==> src/rtl/controle_multiciclo_if.sv <==
// Control/status bundle between the multi-cycle control unit and the MIPS32 datapath.
// master = control unit, slave = datapath/memory side.
interface controle_multiciclo_if #(
  parameter int unsigned CONT_W = 16
);
  logic              inicio;
  logic [5:0]        opcode;
  logic [5:0]        funct;
  logic              zero;
  logic              mem_pronto;
  logic              c_pc_escrever;
  logic              c_ir_escrever;
  logic              c_mem_ler;
  logic              c_mem_escrever;
  logic              c_iord;
  logic [1:0]        c_ALUOp;
  logic              c_fonte_ula_a;
  logic [1:0]        c_fonte_ula_b;
  logic [1:0]        c_fonte_pc;
  logic [1:0]        c_memtoreg;
  logic [1:0]        c_reg_destino;
  logic              c_escrever_reg;
  logic [3:0]        estado;
  logic              retirada;
  logic [CONT_W-1:0] cont_instr;
  logic              instr_invalida;
  logic              timeout_erro;

  modport master (
    input  inicio, opcode, funct, zero, mem_pronto,
    output c_pc_escrever, c_ir_escrever, c_mem_ler, c_mem_escrever, c_iord,
           c_ALUOp, c_fonte_ula_a, c_fonte_ula_b, c_fonte_pc, c_memtoreg,
           c_reg_destino, c_escrever_reg, estado, retirada, cont_instr,
           instr_invalida, timeout_erro
  );

  modport slave (
    output inicio, opcode, funct, zero, mem_pronto,
    input  c_pc_escrever, c_ir_escrever, c_mem_ler, c_mem_escrever, c_iord,
           c_ALUOp, c_fonte_ula_a, c_fonte_ula_b, c_fonte_pc, c_memtoreg,
           c_reg_destino, c_escrever_reg, estado, retirada, cont_instr,
           instr_invalida, timeout_erro
  );
endinterface

==> src/rtl/controle_multiciclo.sv <==
// Multi-cycle MIPS32 control unit: fetch/decode/execute/memory/writeback sequencing
// with memory-ready stalls, wait timeout, invalid-opcode trap and retirement counter.
module controle_multiciclo #(
  parameter int unsigned TIMEOUT = 15,
  parameter int unsigned CONT_W  = 16
) (
  input logic                   clock,
  input logic                   reset_n,
  controle_multiciclo_if.master bus
);

  localparam int unsigned ESPERA_W = (TIMEOUT < 2) ? 1 : $clog2(TIMEOUT + 1);
  localparam int unsigned LIMITE   = (TIMEOUT > 0) ? TIMEOUT - 1 : 0;

  localparam logic [5:0] OP_R    = 6'b000000;
  localparam logic [5:0] OP_LW   = 6'b100011;
  localparam logic [5:0] OP_SW   = 6'b101011;
  localparam logic [5:0] OP_ADDI = 6'b001000;
  localparam logic [5:0] OP_BEQ  = 6'b000100;
  localparam logic [5:0] OP_BNE  = 6'b000101;
  localparam logic [5:0] OP_J    = 6'b000010;
  localparam logic [5:0] OP_JAL  = 6'b000011;
  localparam logic [5:0] FN_JR   = 6'b001000;

  typedef enum logic [3:0] {
    OCIOSO     = 4'd0,
    BUSCA      = 4'd1,
    DECODIFICA = 4'd2,
    END_MEM    = 4'd3,
    LER_MEM    = 4'd4,
    WB_MEM     = 4'd5,
    ESCR_MEM   = 4'd6,
    EXEC_R     = 4'd7,
    WB_R       = 4'd8,
    EXEC_I     = 4'd9,
    WB_I       = 4'd10,
    DESVIO     = 4'd11,
    SALTO      = 4'd12,
    JR         = 4'd13,
    ERRO       = 4'd15
  } estado_t;

  estado_t             r_estado;
  estado_t             w_prox;
  logic [ESPERA_W-1:0] r_espera;
  logic [CONT_W-1:0]   r_cont;
  logic                r_invalida;
  logic                r_timeout;
  logic                w_mem;
  logic                w_limite;
  logic                w_retirada;
  logic                w_invalida;
  logic                w_estouro;

  // A stalled access times out on the cycle its wait count would reach TIMEOUT;
  // a ready arriving on that same cycle still completes the access.
  assign w_mem    = (r_estado == BUSCA) || (r_estado == LER_MEM) || (r_estado == ESCR_MEM);
  assign w_limite = (TIMEOUT != 0) && (r_espera == ESPERA_W'(LIMITE)) && !bus.mem_pronto;

  always_ff @(posedge clock or negedge reset_n) begin
    if (!reset_n) r_estado <= OCIOSO;
    else          r_estado <= w_prox;
  end

  always_comb begin
    w_prox              = r_estado;
    w_retirada          = 1'b0;
    w_invalida          = 1'b0;
    w_estouro           = 1'b0;
    bus.c_pc_escrever   = 1'b0;
    bus.c_ir_escrever   = 1'b0;
    bus.c_mem_ler       = 1'b0;
    bus.c_mem_escrever  = 1'b0;
    bus.c_iord          = 1'b0;
    bus.c_ALUOp         = 2'b00;
    bus.c_fonte_ula_a   = 1'b0;
    bus.c_fonte_ula_b   = 2'b00;
    bus.c_fonte_pc      = 2'b00;
    bus.c_memtoreg      = 2'b00;
    bus.c_reg_destino   = 2'b00;
    bus.c_escrever_reg  = 1'b0;
    case (r_estado)
      OCIOSO: if (bus.inicio) w_prox = BUSCA;
      BUSCA: begin
        bus.c_mem_ler     = 1'b1;
        bus.c_fonte_ula_b = 2'b01;
        bus.c_ir_escrever = bus.mem_pronto;
        bus.c_pc_escrever = bus.mem_pronto;
        if (bus.mem_pronto) w_prox = DECODIFICA;
        else if (w_limite) begin
          w_prox    = ERRO;
          w_estouro = 1'b1;
        end
      end
      DECODIFICA: begin
        bus.c_fonte_ula_b = 2'b11;
        case (bus.opcode)
          OP_R:           w_prox = (bus.funct == FN_JR) ? JR : EXEC_R;
          OP_LW, OP_SW:   w_prox = END_MEM;
          OP_ADDI:        w_prox = EXEC_I;
          OP_BEQ, OP_BNE: w_prox = DESVIO;
          OP_J, OP_JAL:   w_prox = SALTO;
          default: begin
            w_prox     = ERRO;
            w_invalida = 1'b1;
          end
        endcase
      end
      END_MEM: begin
        bus.c_fonte_ula_a = 1'b1;
        bus.c_fonte_ula_b = 2'b10;
        w_prox = (bus.opcode == OP_SW) ? ESCR_MEM : LER_MEM;
      end
      LER_MEM: begin
        bus.c_mem_ler = 1'b1;
        bus.c_iord    = 1'b1;
        if (bus.mem_pronto) w_prox = WB_MEM;
        else if (w_limite) begin
          w_prox    = ERRO;
          w_estouro = 1'b1;
        end
      end
      WB_MEM: begin
        bus.c_escrever_reg = 1'b1;
        bus.c_memtoreg     = 2'b01;
        w_retirada         = 1'b1;
        w_prox             = BUSCA;
      end
      ESCR_MEM: begin
        bus.c_mem_escrever = 1'b1;
        bus.c_iord         = 1'b1;
        if (bus.mem_pronto) begin
          w_retirada = 1'b1;
          w_prox     = BUSCA;
        end else if (w_limite) begin
          w_prox    = ERRO;
          w_estouro = 1'b1;
        end
      end
      EXEC_R: begin
        bus.c_fonte_ula_a = 1'b1;
        bus.c_ALUOp       = 2'b10;
        w_prox            = WB_R;
      end
      WB_R: begin
        bus.c_escrever_reg = 1'b1;
        bus.c_reg_destino  = 2'b01;
        w_retirada         = 1'b1;
        w_prox             = BUSCA;
      end
      EXEC_I: begin
        bus.c_fonte_ula_a = 1'b1;
        bus.c_fonte_ula_b = 2'b10;
        w_prox            = WB_I;
      end
      WB_I: begin
        bus.c_escrever_reg = 1'b1;
        w_retirada         = 1'b1;
        w_prox             = BUSCA;
      end
      DESVIO: begin
        bus.c_fonte_ula_a = 1'b1;
        bus.c_ALUOp       = 2'b01;
        bus.c_fonte_pc    = 2'b01;
        bus.c_pc_escrever = ((bus.opcode == OP_BEQ) && bus.zero) ||
                            ((bus.opcode == OP_BNE) && !bus.zero);
        w_retirada        = 1'b1;
        w_prox            = BUSCA;
      end
      SALTO: begin
        bus.c_pc_escrever = 1'b1;
        bus.c_fonte_pc    = 2'b10;
        if (bus.opcode == OP_JAL) begin
          bus.c_escrever_reg = 1'b1;
          bus.c_reg_destino  = 2'b10;
          bus.c_memtoreg     = 2'b10;
        end
        w_retirada = 1'b1;
        w_prox     = BUSCA;
      end
      JR: begin
        bus.c_pc_escrever = 1'b1;
        bus.c_fonte_pc    = 2'b11;
        w_retirada        = 1'b1;
        w_prox            = BUSCA;
      end
      ERRO:    w_prox = ERRO;
      default: w_prox = ERRO;
    endcase
  end

  // Wait counter restarts on every state change; error flags are sticky until reset.
  always_ff @(posedge clock or negedge reset_n) begin
    if (!reset_n) begin
      r_espera   <= '0;
      r_cont     <= '0;
      r_invalida <= 1'b0;
      r_timeout  <= 1'b0;
    end else begin
      if (w_prox != r_estado)            r_espera <= '0;
      else if (w_mem && !bus.mem_pronto) r_espera <= r_espera + ESPERA_W'(1);
      if (w_retirada) r_cont     <= r_cont + CONT_W'(1);
      if (w_invalida) r_invalida <= 1'b1;
      if (w_estouro)  r_timeout  <= 1'b1;
    end
  end

  assign bus.estado         = r_estado;
  assign bus.retirada       = w_retirada;
  assign bus.cont_instr     = r_cont;
  assign bus.instr_invalida = r_invalida;
  assign bus.timeout_erro   = r_timeout;

endmodule
==> src/flat_wrapper.sv <==
// flat-port wrapper written by rule: the top's interface ports become plain ports
module controle_multiciclo_flat 
#(
  parameter int unsigned TIMEOUT = 15,
  parameter int unsigned CONT_W  = 16
)
  (clock, reset_n, bus_inicio, bus_opcode, bus_funct, bus_zero, bus_mem_pronto, bus_c_pc_escrever, bus_c_ir_escrever, bus_c_mem_ler, bus_c_mem_escrever, bus_c_iord, bus_c_ALUOp, bus_c_fonte_ula_a, bus_c_fonte_ula_b, bus_c_fonte_pc, bus_c_memtoreg, bus_c_reg_destino, bus_c_escrever_reg, bus_estado, bus_retirada, bus_cont_instr, bus_instr_invalida, bus_timeout_erro);
  controle_multiciclo_if #(.CONT_W(CONT_W)) bus_i ();
  input logic clock;
  input logic reset_n;
  input wire logic [$bits(bus_i.inicio)-1:0] bus_inicio;
  input wire logic [$bits(bus_i.opcode)-1:0] bus_opcode;
  input wire logic [$bits(bus_i.funct)-1:0] bus_funct;
  input wire logic [$bits(bus_i.zero)-1:0] bus_zero;
  input wire logic [$bits(bus_i.mem_pronto)-1:0] bus_mem_pronto;
  output wire logic [$bits(bus_i.c_pc_escrever)-1:0] bus_c_pc_escrever;
  output wire logic [$bits(bus_i.c_ir_escrever)-1:0] bus_c_ir_escrever;
  output wire logic [$bits(bus_i.c_mem_ler)-1:0] bus_c_mem_ler;
  output wire logic [$bits(bus_i.c_mem_escrever)-1:0] bus_c_mem_escrever;
  output wire logic [$bits(bus_i.c_iord)-1:0] bus_c_iord;
  output wire logic [$bits(bus_i.c_ALUOp)-1:0] bus_c_ALUOp;
  output wire logic [$bits(bus_i.c_fonte_ula_a)-1:0] bus_c_fonte_ula_a;
  output wire logic [$bits(bus_i.c_fonte_ula_b)-1:0] bus_c_fonte_ula_b;
  output wire logic [$bits(bus_i.c_fonte_pc)-1:0] bus_c_fonte_pc;
  output wire logic [$bits(bus_i.c_memtoreg)-1:0] bus_c_memtoreg;
  output wire logic [$bits(bus_i.c_reg_destino)-1:0] bus_c_reg_destino;
  output wire logic [$bits(bus_i.c_escrever_reg)-1:0] bus_c_escrever_reg;
  output wire logic [$bits(bus_i.estado)-1:0] bus_estado;
  output wire logic [$bits(bus_i.retirada)-1:0] bus_retirada;
  output wire logic [$bits(bus_i.cont_instr)-1:0] bus_cont_instr;
  output wire logic [$bits(bus_i.instr_invalida)-1:0] bus_instr_invalida;
  output wire logic [$bits(bus_i.timeout_erro)-1:0] bus_timeout_erro;
  assign bus_i.inicio = bus_inicio;
  assign bus_i.opcode = bus_opcode;
  assign bus_i.funct = bus_funct;
  assign bus_i.zero = bus_zero;
  assign bus_i.mem_pronto = bus_mem_pronto;
  assign bus_c_pc_escrever = bus_i.c_pc_escrever;
  assign bus_c_ir_escrever = bus_i.c_ir_escrever;
  assign bus_c_mem_ler = bus_i.c_mem_ler;
  assign bus_c_mem_escrever = bus_i.c_mem_escrever;
  assign bus_c_iord = bus_i.c_iord;
  assign bus_c_ALUOp = bus_i.c_ALUOp;
  assign bus_c_fonte_ula_a = bus_i.c_fonte_ula_a;
  assign bus_c_fonte_ula_b = bus_i.c_fonte_ula_b;
  assign bus_c_fonte_pc = bus_i.c_fonte_pc;
  assign bus_c_memtoreg = bus_i.c_memtoreg;
  assign bus_c_reg_destino = bus_i.c_reg_destino;
  assign bus_c_escrever_reg = bus_i.c_escrever_reg;
  assign bus_estado = bus_i.estado;
  assign bus_retirada = bus_i.retirada;
  assign bus_cont_instr = bus_i.cont_instr;
  assign bus_instr_invalida = bus_i.instr_invalida;
  assign bus_timeout_erro = bus_i.timeout_erro;
  controle_multiciclo #(.TIMEOUT(TIMEOUT), .CONT_W(CONT_W)) u_core (.clock(clock), .reset_n(reset_n), .bus(bus_i));
endmodule
==> config.mk <==
export PLATFORM = sky130hd
export DESIGN_NAME = controle_multiciclo_flat
export DESIGN_NICKNAME = d
export VERILOG_FILES = /design/src/rtl/controle_multiciclo_if.sv /design/src/rtl/controle_multiciclo.sv /design/src/flat_wrapper.sv
export SDC_FILE = /design/constraint.sdc
export NUM_CORES = 1
export LEC_CHECK = 0
export ABC_AREA = 1
export CAP_MARGIN = 5
export CORE_MARGIN = 4
export CORE_UTILIZATION = 28
export CTS_CLUSTER_SIZE = 20
export DETAILED_ROUTE_END_ITERATION = 6
export SETUP_SLACK_MARGIN = 0.5
export SLEW_MARGIN = 40
export SYNTH_ARGS = -nofsm -noshare
export SYNTH_HDL_FRONTEND = slang
export SYNTH_SLANG_ARGS = --single-unit
==> constraint.sdc <==
create_clock -name clock -period 1.6 [get_ports clock]
set_input_delay 0.16 -clock clock [delete_from_list [all_inputs] [get_ports clock]]
set_output_delay 0.16 -clock clock [all_outputs]
set_load 0.1 [all_outputs]
**After elaboration in Yosys (flattened, before gate mapping)**

Cells that the tools add are included.
Widths: inputs -> output; s select.

- Register bits after elaboration: 26
- Logic and storage cells: 86
- ROM bits: 0
- Bits in writable memories: 0
- Memories: 0
- Latch bits: 0

- Div/mod/pow operators: 0
- Bitwise gates (word level): 0
- Add/sub/neg operators: 2
- Shifts and indexed selects: 0
- Mux-type cells: 32
- Reductions and logical operators: 24
- $mul: 0
- Magnitude comparators: 0
- Eq/ne operators: 23

Operator list:

| operator | count |
|---|---|
| $pmux 4 s9 | 1 |
| $mux 4 | 8 |
| $eq 4x4->1 const B | 7 |
| $pmux 4 s5 | 1 |
| $add 16x1->16 const B | 1 |
| $eq 4x3->1 const B | 4 |
| $reduce_or 2->1 | 7 |
| $eq 6x2->1 const B | 2 |
| $eq 6x3->1 const B | 2 |
| $eq 6x4->1 const B | 2 |
| $eq 6x6->1 const B | 2 |
| $mux 1 | 12 |
| $pmux 2 s2 | 3 |
| $pmux 2 s3 | 2 |
| $eq 4x2->1 const B | 2 |
| $reduce_or 8->1 | 1 |
| $logic_not 6->1 | 1 |
| $reduce_or 3->1 | 2 |
| $reduce_or 6->1 | 1 |
| $add 4x1->4 const B | 1 |
| $eq 4x1->1 const B | 1 |
| $logic_and 1x1->1 | 4 |
| $logic_not 4->1 | 1 |
| $mux 2 | 2 |
| other kinds (7) | 11 |

**Logic depth before layout (Yosys ltp)**

- Depth after elaboration: 7
- Mapped depth: 12
- Depth with buffers taken out: 12

**Worst setup path before layout**

No wires, ideal clock.

- Kind: register -> output
- From: register u_core.r_estado[1] (netlist: u_core.bus.estado[1])
- To: output bus_c_pc_escrever
- Required time: 1440 ps
- Cell stages (with the launch flop): 6
- Arrival time: 4387 ps
- Slack: -2947 ps
- Path through: dfrtp_1 -> buf_6 -> nand2_1 -> nor2_1 -> nand3_1 -> o221ai_1

- Cells in the longest elaborated chain, start to end: 3
- Elaborated cells between the ends (all ways): 6
- Those cells by class: eq/ne (4); mux (1); reduce/logical (1)

RTL lines:

| element | RTL line | text |
|---|---|---|
| from (decl) | controle_multiciclo.sv:43 | `estado_t r_estado;` |
| from (signal assigned) | controle_multiciclo.sv:62 | `else r_estado <= w_prox;` |
| $eq 4x4->1 | controle_multiciclo.sv:82 | `case (r_estado)` |
| $reduce_or 2->1 (no line) | -- |  |
| $pmux 1 s3 (*) | controle_multiciclo.sv:82 |  |
| to (decl) | flat_wrapper.sv:16 | `output wire logic [$bits(bus_i.c_pc_escrever)-1:0] bus_c_pc_escrever;` |

Mark *: on every way between the ends. The rest lies on a longest branch, timed or not.

**Worst setup path after layout**

- From: register u_core.r_estado[3] (netlist: u_core.bus.estado[3])
- To: output bus_c_mem_ler

- Cells in the longest elaborated chain, start to end: 3
- Elaborated cells between the ends (all ways): 4
- Those cells by class: eq/ne (2); mux (1); reduce/logical (1)

RTL lines:

| element | RTL line | text |
|---|---|---|
| $eq 4x3->1 / $eq 4x1->1 (equally long branches) | controle_multiciclo.sv:82 |  |
| $reduce_or 2->1 (no line) (*) | -- |  |
| $mux 1 (*) | controle_multiciclo.sv:82 |  |
| to (decl) | flat_wrapper.sv:18 | `output wire logic [$bits(bus_i.c_mem_ler)-1:0] bus_c_mem_ler;` |

Marks and branches as above.

==> results.sh <==
export IMPL_finClkSkew_ps=4.11
export IMPL_hpwl_um=4900
export IMPL_clkTransAtPathRegs_ps=90
export IMPL_layout_min_cycle_time_ps=1830
export IMPL_syn_mean_instance_area_um2=6.90
export IMPL_portBuffers=56
export IMPL_crit_chain="nor2_2 > buf_4 > nand2_2 > buf_4 > nand2_8 > buf_12"
export IMPL_gp_congestion=0.885
export IMPL_totalWireLength_um=6510
export IMPL_critPathBufInv=3
export IMPL_first_iter_violations=137
export IMPL_dp_cells=446
export IMPL_yosysWarnings=0
export IMPL_hold_class="in -> async"
export IMPL_synth_top_area_share_pct=36.3
export IMPL_cts_tree="yes"
export IMPL_crit_type="reg -> out"
export IMPL_drive_gt1_share_pct=55.4
export IMPL_yosysSeqAreaShare_pct=36.3
export IMPL_synthSimpleGateAreaFrac_pct=39.8
export IMPL_synth_adder_area_share_pct=2.09
export IMPL_synth_cell_types=24
export IMPL_grt_antenna_before_repair=0
export IMPL_vias_per_cell=4.74
export IMPL_synth_seq_cells=26
export IMPL_maxSlewViolCount=0
export IMPL_cts_root_buffer="clkbuf_8"
export IMPL_wire_per_inst_um=13.7
export IMPL_critPathLaunch="u_core.bus.estado[3]"
export IMPL_crit_end="bus_c_mem_ler"
export IMPL_crit_cells=6
export IMPL_outcome="complete, but fails checks"
export IMPL_die_area_um2=7750
export IMPL_post_route_period_util_pct=115
export IMPL_powerDensity_nw_per_um2=2080
export IMPL_synth_compound_area_share_pct=5.58
export IMPL_grt_pass1_vias=2119
export IMPL_die_y_um=88.0
export IMPL_synthesis_instances=260
export IMPL_slowest_delay_ps=540
export IMPL_gr_total_overflow=0
export IMPL_die_w_um=88.0
export IMPL_yosys_top_cells_area="dfrtp_1 36%, nand2_1 14%, nor2_1 9.0%, xor2_1 6.8%, nand3_1 6.4%"
export IMPL_initial_utilization_pct=29.6
export IMPL_startpoint_type="flip-flop"
export IMPL_worst_slack_ps=-234
export IMPL_grt_pass1_wl_um=10300
export IMPL_drc=0
export IMPL_syn2layout_area_growth_pct=126
export IMPL_holdWs_ps=250
export IMPL_relSlewSlack_pct=77.0
export IMPL_cts_made_buffers=3
export IMPL_syn_area_um2=1790
export IMPL_leakage_nw=1.82
export IMPL_maxCapViolCount=0
export IMPL_drtAntennaViolNets=0
export IMPL_cts_hold_buffers=0
export IMPL_clk_latency_ps=270
export IMPL_fmax_ghz=0.545
export IMPL_r2r_slack_ps=-160
export IMPL_critPathRequiredTime_ps=1440
export IMPL_violations="negative setup slack"
export IMPL_grt_start_max_net_pins=27
export IMPL_htreeDepth=1
export IMPL_crit_arrival_ps=1670
export IMPL_worst_pin_slew_ps=345
export IMPL_synth_top_family_by_area="simple AND/OR/NAND/NOR gates"
export IMPL_synth_largest_area_cell="dfrtp_1"
export IMPL_core_area_um2=6060
export IMPL_reg2reg_from="u_core.bus.estado[3]"
export IMPL_crit_family="flip-flops"
export IMPL_reg2regPathDepth=9
export IMPL_preCtsSetupSlack_ps=-239
export IMPL_synthXorXnorAreaFrac_pct=8.79
export IMPL_hold_violations=0
export IMPL_firstDrtPassIters=4
export IMPL_ir_drop_mv=1.87
export IMPL_clockBufferDepth=2
export IMPL_r2r_end="u_core.bus.cont_instr[3]"
export IMPL_num_vias=2258
export IMPL_final_cells=476
export IMPL_grt_usage_pct=16.8
export IMPL_setup_worst_path_end_class="output pin"
export IMPL_placementRows=28
export IMPL_clkSinkCount=26
export IMPL_fin_tns_setup_ps=-4540
export IMPL_pin_count=57
export IMPL_syn_nets=280
export IMPL_antenna_cells=0
export IMPL_cpMostUsedCell="buf_4"
export IMPL_final_nets=422
export IMPL_rsz0062_at_grt="true"
export IMPL_cp_max_fo=5
export IMPL_synth_area_mux_share_pct=0
export IMPL_crit_slowest_cell="dfrtp_4"
export IMPL_total_power_w=0.00842
export IMPL_setup_viol=38
worst min-delay path by stage:
stage / startpoint / slack (ps) / end
final: reset_n / 250 / u_core.bus.cont_instr[15]
after global routing: reset_n / 290 / u_core.bus.cont_instr[15]
after global placement: u_core.bus.cont_instr[4] / 530 / u_core.bus.cont_instr[4]
after detailed placement: u_core.bus.timeout_erro / 530 / u_core.bus.timeout_erro
after CTS: reset_n / 270 / u_core.bus.cont_instr[15]
after floorplan: reset_n / -140 / u_core.bus.cont_instr[0]
placed cells by master (no fill, tap or decap), drive strengths merged:
master,n
o221ai,1
o311ai,1
buf,123
ha,3
o21bai,1
clkdlybuf4s50,16
nand3,23
dfrtp,26
nand3b,2
or2,3
nor3,8
clkbuf,4
inv,29
nand2,70
clkinvlp,2
xnor2,4
o21ai,15
nor2,46
and3,1
xor2,14
nand4,9
cell usage after synthesis:
master	count
dfrtp_1	26
or2_2	3
nor2_4	2
o21ai_0	15
nand3b_1	2
nor3_1	7
nand3_1	23
nor2_2	1
and3_1	1
nand2_2	2
ha_1	3
buf_2	1
o221ai_1	1
inv_1	29
o21bai_1	1
xor2_1	14
xnor2_1	4
buf_6	1
inv_2	2
nand2_1	68
nand4_1	9
nor3_2	1
o311ai_0	1
nor2_1	43
timing repair:
| action | CTS | global route |
|---|---|---|
| resized for setup | 53 | 38 |
| pin swaps | 17 | 19 |
| endpoints found under the hold margin | 0 | 0 |
| endpoints found under the setup margin | 53 | 61 |
| setup buffers | 19 | 7 |
final cells by class:
cell class              instances  area [µm²]
repair buffers                139        1710
clock buffers                   4        45.0
multi-input cells             201        1380
flip-flops and latches         26         684
well taps                      75        93.8
inverters                      31         139
fillers                       478        2010
routing by layer:
metal  global-route usage, %  routed length, µm
met4                    1.24                 34
met3                    1.69                241
met1                    25.5               3070
met2                    26.9               3160
met5                       0                  0
state kept, by name, indices dropped and copies added, names as in the netlist:
| register | cells |
|---|---|
| u_core.bus.timeout_erro | 1 |
| u_core.bus.cont_instr | 16 |
| u_core.bus.estado | 4 |
| u_core.bus.instr_invalida | 1 |
| u_core.r_espera | 4 |
logic make-up after synthesis:
family | after synthesis
and+or+nand+nor | 162
buffers and inverters | 33
DFF | 26
AOI/OAI and AO/OA | 18
xor gates and xnor gates | 18
adders and majority gates | 3
power by group:
part	total [W]	internal [W]	switching, W
sequential	0.00126	0.000894	0.000367
combinational	0.00677	0.00282	0.00395
clock	0.000387	0.000178	0.000209
total	0.00842	0.00389	0.00452
metrics by stage:
step	instance area, µm²	util [%]
global route	4050	66.8
floorplan	2050	-
finish	4050	66.8
detailed placement	3510	57.9
CTS	3870	63.9
global placement	3510	57.9
(Power assumes the default switching activity.)
